<file path="src/rtl/ram_stream_pkg.sv">
`default_nettype none
// +----------------------------------------------------------------------------+
// | Package     : ram_stream_pkg                                               |
// | Description : Shared defaults for the RAM-backed stream FIFO controller:   |
// |               data/address widths, RAM depth and occupancy counter width.  |
// | Revision    : 1.0 - initial release                                        |
// +----------------------------------------------------------------------------+
package ram_stream_pkg;

  localparam int DEF_DATA_WIDTH  = 5;
  localparam int DEF_ADDR_WIDTH  = 5;
  localparam int DEF_DEPTH       = 1 << DEF_ADDR_WIDTH;
  // One extra bit so that a completely full RAM (DEPTH entries) is representable.
  localparam int DEF_LEVEL_WIDTH = DEF_ADDR_WIDTH + 1;

endpackage : ram_stream_pkg
`default_nettype wire

</file>
<file path="src/rtl/ram_stream_ctrl.sv">
`default_nettype none
// +----------------------------------------------------------------------------+
// | Module      : ram_stream_ctrl                                              |
// | Description : Stream FIFO controller driving an external single-port RAM.  |
// |               Input valid/ready pushes become RAM writes; RAM reads feed a |
// |               registered valid/ready output. One RAM access per cycle,     |
// |               reads have priority over writes.                             |
// | Ports       : clk, rst            - clock, synchronous active-high reset   |
// |               in_data/valid/ready - push stream                            |
// |               out_data/valid/ready- pop stream (out_data registered)       |
// |               ram_data/addr/we    - RAM port drive                         |
// |               ram_out             - RAM read data (1-cycle latency)        |
// |               level               - entries held in RAM (not output reg)   |
// | Options     : RAM_STREAM_CTRL_BYPASS_EN - when nothing is buffered and the |
// |               output register is free, a push loads out_data directly.     |
// | Revision    : 1.0 - initial release                                        |
// +----------------------------------------------------------------------------+
module ram_stream_ctrl
  import ram_stream_pkg::*;
#(
  parameter int DATA_WIDTH = DEF_DATA_WIDTH,
  parameter int ADDR_WIDTH = DEF_ADDR_WIDTH
) (
  input  logic                  clk,
  input  logic                  rst,
  input  logic [DATA_WIDTH-1:0] in_data,
  input  logic                  in_valid,
  output logic                  in_ready,
  output logic [DATA_WIDTH-1:0] out_data,
  output logic                  out_valid,
  input  logic                  out_ready,
  output logic [DATA_WIDTH-1:0] ram_data,
  output logic [ADDR_WIDTH-1:0] ram_addr,
  output logic                  ram_we,
  input  logic [DATA_WIDTH-1:0] ram_out,
  output logic [ADDR_WIDTH:0]   level
);

  localparam logic [ADDR_WIDTH:0] FULL_LEVEL = {1'b1, {ADDR_WIDTH{1'b0}}};

  logic [ADDR_WIDTH-1:0] wr_ptr_q, wr_ptr_d;
  logic [ADDR_WIDTH-1:0] rd_ptr_q, rd_ptr_d;
  logic [ADDR_WIDTH:0]   level_q, level_d;
  logic                  rd_pending_q, rd_pending_d;
  logic                  out_valid_q, out_valid_d;
  logic [DATA_WIDTH-1:0] out_data_q, out_data_d;

  logic w_out_fire;
  logic w_out_free;
  logic w_rd_go;
  logic w_byp_go;
  logic w_in_ready;
  logic w_wr_go;

  always_comb begin
    w_out_fire = out_valid_q && out_ready;
    // Output register can accept new data at this edge (empty or being popped).
    w_out_free = !out_valid_q || w_out_fire;
    // A read is only launched when its data is guaranteed a free output
    // register at the capture edge, so a capture never overwrites a value.
    w_rd_go    = (level_q != '0) && !rd_pending_q && w_out_free;
`ifdef RAM_STREAM_CTRL_BYPASS_EN
    w_byp_go   = (level_q == '0) && !rd_pending_q && w_out_free && in_valid;
`else
    w_byp_go   = 1'b0;
`endif
    // Read owns the port this cycle; in_ready never looks at in_valid.
    w_in_ready = !w_rd_go && (level_q != FULL_LEVEL);
    w_wr_go    = in_valid && w_in_ready && !w_byp_go;
  end

  always_comb begin
    wr_ptr_d     = wr_ptr_q;
    rd_ptr_d     = rd_ptr_q;
    level_d      = level_q;
    rd_pending_d = w_rd_go;
    out_valid_d  = out_valid_q;
    out_data_d   = out_data_q;

    if (w_wr_go) begin
      wr_ptr_d = wr_ptr_q + 1'b1;
      level_d  = level_q + 1'b1;
    end else if (w_rd_go) begin
      rd_ptr_d = rd_ptr_q + 1'b1;
      level_d  = level_q - 1'b1;
    end

    if (rd_pending_q) begin
      out_data_d  = ram_out;
      out_valid_d = 1'b1;
    end else if (w_byp_go) begin
      out_data_d  = in_data;
      out_valid_d = 1'b1;
    end else if (w_out_fire) begin
      out_valid_d = 1'b0;
    end
  end

  always_ff @(posedge clk) begin
    if (rst) begin
      wr_ptr_q     <= '0;
      rd_ptr_q     <= '0;
      level_q      <= '0;
      rd_pending_q <= 1'b0;
      out_valid_q  <= 1'b0;
      out_data_q   <= '0;
    end else begin
      wr_ptr_q     <= wr_ptr_d;
      rd_ptr_q     <= rd_ptr_d;
      level_q      <= level_d;
      rd_pending_q <= rd_pending_d;
      out_valid_q  <= out_valid_d;
      out_data_q   <= out_data_d;
    end
  end

  // Idle port parks the address on rd_ptr; data always mirrors the input.
  assign ram_we    = w_wr_go;
  assign ram_addr  = w_wr_go ? wr_ptr_q : rd_ptr_q;
  assign ram_data  = in_data;

  assign in_ready  = w_in_ready;
  assign out_valid = out_valid_q;
  assign out_data  = out_data_q;
  assign level     = level_q;

endmodule : ram_stream_ctrl
`default_nettype wire

</file>
<file path="config.mk">
export PLATFORM = sky130hd
export DESIGN_NAME = ram_stream_ctrl
export DESIGN_NICKNAME = d
export VERILOG_FILES = /design/src/rtl/ram_stream_pkg.sv /design/src/rtl/ram_stream_ctrl.sv
export SDC_FILE = /design/constraint.sdc
export NUM_CORES = 1
export LEC_CHECK = 0
export BUFFER_PORTS_ARGS = -buffer_cell sky130_fd_sc_hd__buf_2
export CAP_MARGIN = 20
export CORE_UTILIZATION = 54
export CTS_CLUSTER_SIZE = 30
export DETAILED_ROUTE_END_ITERATION = 16
export GPL_TIMING_DRIVEN = 0
export HOLD_SLACK_MARGIN = 0.08
export PLACE_DENSITY = 0.84
export SLEW_MARGIN = 20
export SYNTH_ARGS = -nofsm -noshare
export SYNTH_HDL_FRONTEND = slang
export SYNTH_SLANG_ARGS = --single-unit
</file>
<file path="constraint.sdc">
create_clock -name clk -period 6.6 [get_ports clk]
set_input_delay 0 -clock clk [delete_from_list [all_inputs] [get_ports clk]]
set_output_delay 0 -clock clk [all_outputs]
set_load 0.01 [all_outputs]
</file>
* Word-level counts from Yosys, hierarchy flattened
Index checks and enable logic that the tools add are counted.
Storage, ports and cells: flip-flop bits (word level) 23, input port bits 14, output and inout port bits 24, logic and storage cells 30
Operators by class: reductions and logical operators 13, equal/unequal tests 1, bitwise gates (word level) 1, add/subtract/negate cells 4, multiplexer cells 5
Operators with widths (count):
- $mux W6 | 2
- $add A5 B1 Y5 const B | 2
- $add A6 B1 Y6 const B | 1
- $ne A6 B6 Y1 const B | 1
- $reduce_bool A6 Y1 | 1
- $sub A6 B1 Y6 const B | 1
- $logic_and A1 B1 Y1 | 5
- $mux W5 | 1
- $reduce_bool A2 Y1 | 2
- $logic_not A1 Y1 | 3
- $mux W1 | 2
- $reduce_and A2 Y1 | 1
- $logic_or A1 B1 Y1 | 1
- $not A1 Y1 | 1

* Logic depth before layout (Yosys ltp)
word-level depth 8, mapped depth 9, depth with buffers taken out 9

* Worst setup path after synthesis
No wires, ideal clock.
path kind reg2reg, from reg level_q[1] (netlist: level[1]), to reg level_q[5] (netlist: level[5]), stages on the path, launching flop included 10, data required time 6.479 ns, setup slack 3.950 ns, arrival time 2.529 ns, path buffers 0, library setup time 0.121 ns, period minus slack after synthesis 2.650 ns, path through dfxtp_1 > nor4_4 > a211oi_2 > nand3b_4 > ha_1 > a211oi_1 > o21bai_1 > a21oi_1 > mux2i_1 > mux2_2
On the way: word-level cells in the longest chain between the ends 7, elaborated cells between the ends (all ways) 12, classes of those cells 2 x add/sub; 1 x eq/ne; 2 x mux; 7 x reduce/logical
Ends and longest elaborated chain:
- from (decl) | RTL line ram_stream_ctrl.sv:43 | logic [ADDR_WIDTH:0] level_q, level_d;
- from (signal assigned) | RTL line ram_stream_ctrl.sv:110 | level_q <= level_d;
- parallel branches: the longest is 7 deep, another holds $sub A6 B1 Y6
Several ways; the timed one is not identified. The select of a mux whose other input is x is not followed. A chain may end at the register's enable or synchronous reset.

* Final worst setup path
Same ends and word-level chain as after synthesis.

==> results.cfg <==
[status]
status = completed

[hold_path]
hp-start = in_valid
hp-class = in -> reg

[placement]
portBuffers = 31
place_ws_ns = 3.73
place_hpwl_mm = 1.98
place_congestion = 0.773

[grt]
grt_overflow = 0
grt_pass1_wl_mm = 4.71
grt_pass1_vias = 1109
groute.usage.overall = 0.251
antenna_found_initial = 0
grt_max_degree = 15

[routing]
drt_wl_total_mm = 2.62
routed-via-count = 1109
drt_iter0_drc = 14
drt-pass1-iter-count = 4
detail-route-antenna-nets = 0
via_per_inst = 5.44
drc = 0
wire_per_inst_um = 12.9

[clocking]
clock_latency_ns = 0.32
cts_tree = built
cts.htree.levels = 1
cts.sink_count = 23
clock_path_buffers = 2
cts_root_buf = clkbuf_4
path_clk_slew_ns = 0.13
numCtsBuffers = 3

[sta]
finClkSkew_ns = 0.000707
rsz0062_at_grt = no
fin_ws_ns = 3.69
setup_violations = 0
hold_violations = 0
worst_pin_slew_ns = 0.586
relSlewSlack = 0.610
slew_viol_final = 0
fin_crit_ns = 2.91
fmaxAchievable_mhz = 344
finalSetupTns_ns = 0
fin_crit_sh = 0.441

[worst_setup_path]
crit_path_start = level[1]
critical_path_buf_inv_count = 0
crit_cells = 9
crit_path_end_kind = register
crit_type = reg -> reg
crit_path_end = level[5]
start_kind = register
crit_arrival_ns = 3.13
path_cells = nor4_4, a211oi_2, nand3b_4, ha_1, a211oi_1, o21bai_1, a21oi_1, mux2i_1, mux2_2
reg2regPathDepth = 9
r2r-end = level[5]
crit_family = simple AND/OR/NAND/NOR gates
cp_max_fo = 14
critical-path-slowest-cell = nor4_4
slowest_delay_ns = 0.44
cp.required_ns = 6.82
r2r_setup_slack_ns = 3.69
timing.rr.start = level[1]

[run]
maxCapViolations = 0

[logic_synthesis]
avgSynthCellArea_sq_um = 9.04
synth_ff_type = dfxtp_1
synth_area_leaders = dfxtp_1, mux2i_1, nor2_1
synth.yosys.warnings = 0
synth_edf_count = 0
syn-num-nets = 157
syn_inst = 136
synth-async-reset-ratio = 0
yosysTopAreaCell = dfxtp_1
synth_top_area_share = 0.374
ys_seq_area_frac = 0.374
yosys.cell_types.count = 32
syn_area_sq_um = 1230
ys_seq_elements = 23

[finish]
finalNetCount = 199
mostFrequentLayoutCells = buf_2, dfxtp_1, nor2_1, nand2_1, mux2i_1
multiInputGateArea_sq_um = 693
final_core_util = 0.738
antenna_cells = 0
ff_latch_area_sq_um = 460
fill_cells = 158
layout_commonest_cell = buf_2
syn_to_final_growth_pct = 22.5
drive_above_1_share = 0.277

[floorplanning]
die_area_sq_um = 2470
rows = 16
io_pins = 38
coreArea_sq_um = 2040
floorplan.initialDensity = 0.602
die_w_um = 49.7
die_h_um = 49.7

[power]
p_leak_nw = 0.713
irDropWorstVdd_mv = 0.327
comb_power_share = 0.583
switching_share = 0.438
p_sw_w = 0.000300
power.density_nw_per_um2 = 455
power.internal_w = 0.000385
seq_power_share = 0.320
p_clk_frac = 0.097
repair_timing:
item | 4_1_cts | 5_1_grt
endpoints found under the setup margin | 0 | 0
resized for setup | 0 | 0
hold buffers | 6 | 0
setup buffers | 0 | 0
endpoints found under the hold margin | 7 | 0
how the worst min path moves through the flow:
stage / end / slack, ns / cells past startpoint
2_1_floorplan: ram_data[0] / 0.09 / 1
3_3_place_gp: ram_data[0] / 0.18 / 2
3_5_place_dp: ram_data[3] / 0.18 / 2
4_1_cts: wr_ptr_q[2] / 0.09 / 4
5_1_grt: wr_ptr_q[2] / 0.1 / 4
6_report: wr_ptr_q[2] / 0.09 / 4
area by class of cell:
type                            count  share of cell area
Clock inverter                      1             0.00332
Buffer                              9              0.0399
Inverter                            3              0.0108
Timing Repair Buffer               37               0.143
Tap cell                           27              0.0224
Sequential cell                    23               0.306
Multi-Input combinational cell    101               0.460
Clock buffer                        3              0.0150
logic make-up (layout without fill, tap and decap cells):
family	Yosys count	after routing	synth area share
adders and majority gates	7	7	0.0773
and+or+nand+nor	54	54	0.213
muxes	12	12	0.0997
xor gates and xnor gates	10	10	0.0712
AOI/OAI and AO/OA	18	18	0.103
DFF	23	23	0.374
buffers and inverters	12	53	0.0621
power by group through the flow:
stage	Combinational, W	Clock, W	Sequential (W)
after floorplan	0.000291	0	0.000224
after global placement	0.000373	0	0.000218
after detailed placement	0.000394	0	0.000221
after CTS	0.000399	0.0000672	0.000218
after global routing	0.000445	0.0000710	0.000225
final	0.000399	0.0000665	0.000219
cells in the mapped netlist (all sizes together), types with 3 or more instances:
cell and instances:
dfxtp 23, nor2 22, nand2 21, mux2i 10, a21oi 6, buf 6
ha 6, xnor2 5, xor2 5, o21ai 4, clkbuf 3, inv 3
nand4 3
stage by stage:
stage	hold slack [ns]	instances	cell area, sq um	total power (W)
global route	0.0997	204	1510	0.000741
finish	0.0902	204	1510	0.000685
floorplan	0.0918	136	1230	0.000516
CTS	0.0881	204	1510	0.000684
detailed placement	0.184	194	1420	0.000615
global placement	0.185	194	1420	0.000591
flip-flops by register name, summed over array words and instances, names as in the netlist:
register	cells
out_valid	1
rd_ptr_q	5
rd_pending_q	1
out_data	5
wr_ptr_q	5
level	6
metal layers:
metal	vias up	GRT usage	wire, um	part of all wire
met5	-	0	0	0
met2	39	0.457	1340	0.51
met1	519	0.275	1080	0.41
met4	0	0.129	65	0.025
met3	10	0.0401	134	0.051
li1	541	-	-	-
worst reg2reg max path, delay by kind of cell, from the launching register on:
family	cells	cell delay, ns
AOI/OAI and AO/OA	4	0.71
adders and majority gates	1	0.38
DFF	1	0.41
muxes	2	0.57
and+or+nand+nor	2	0.75
(Power assumes the default switching activity.)
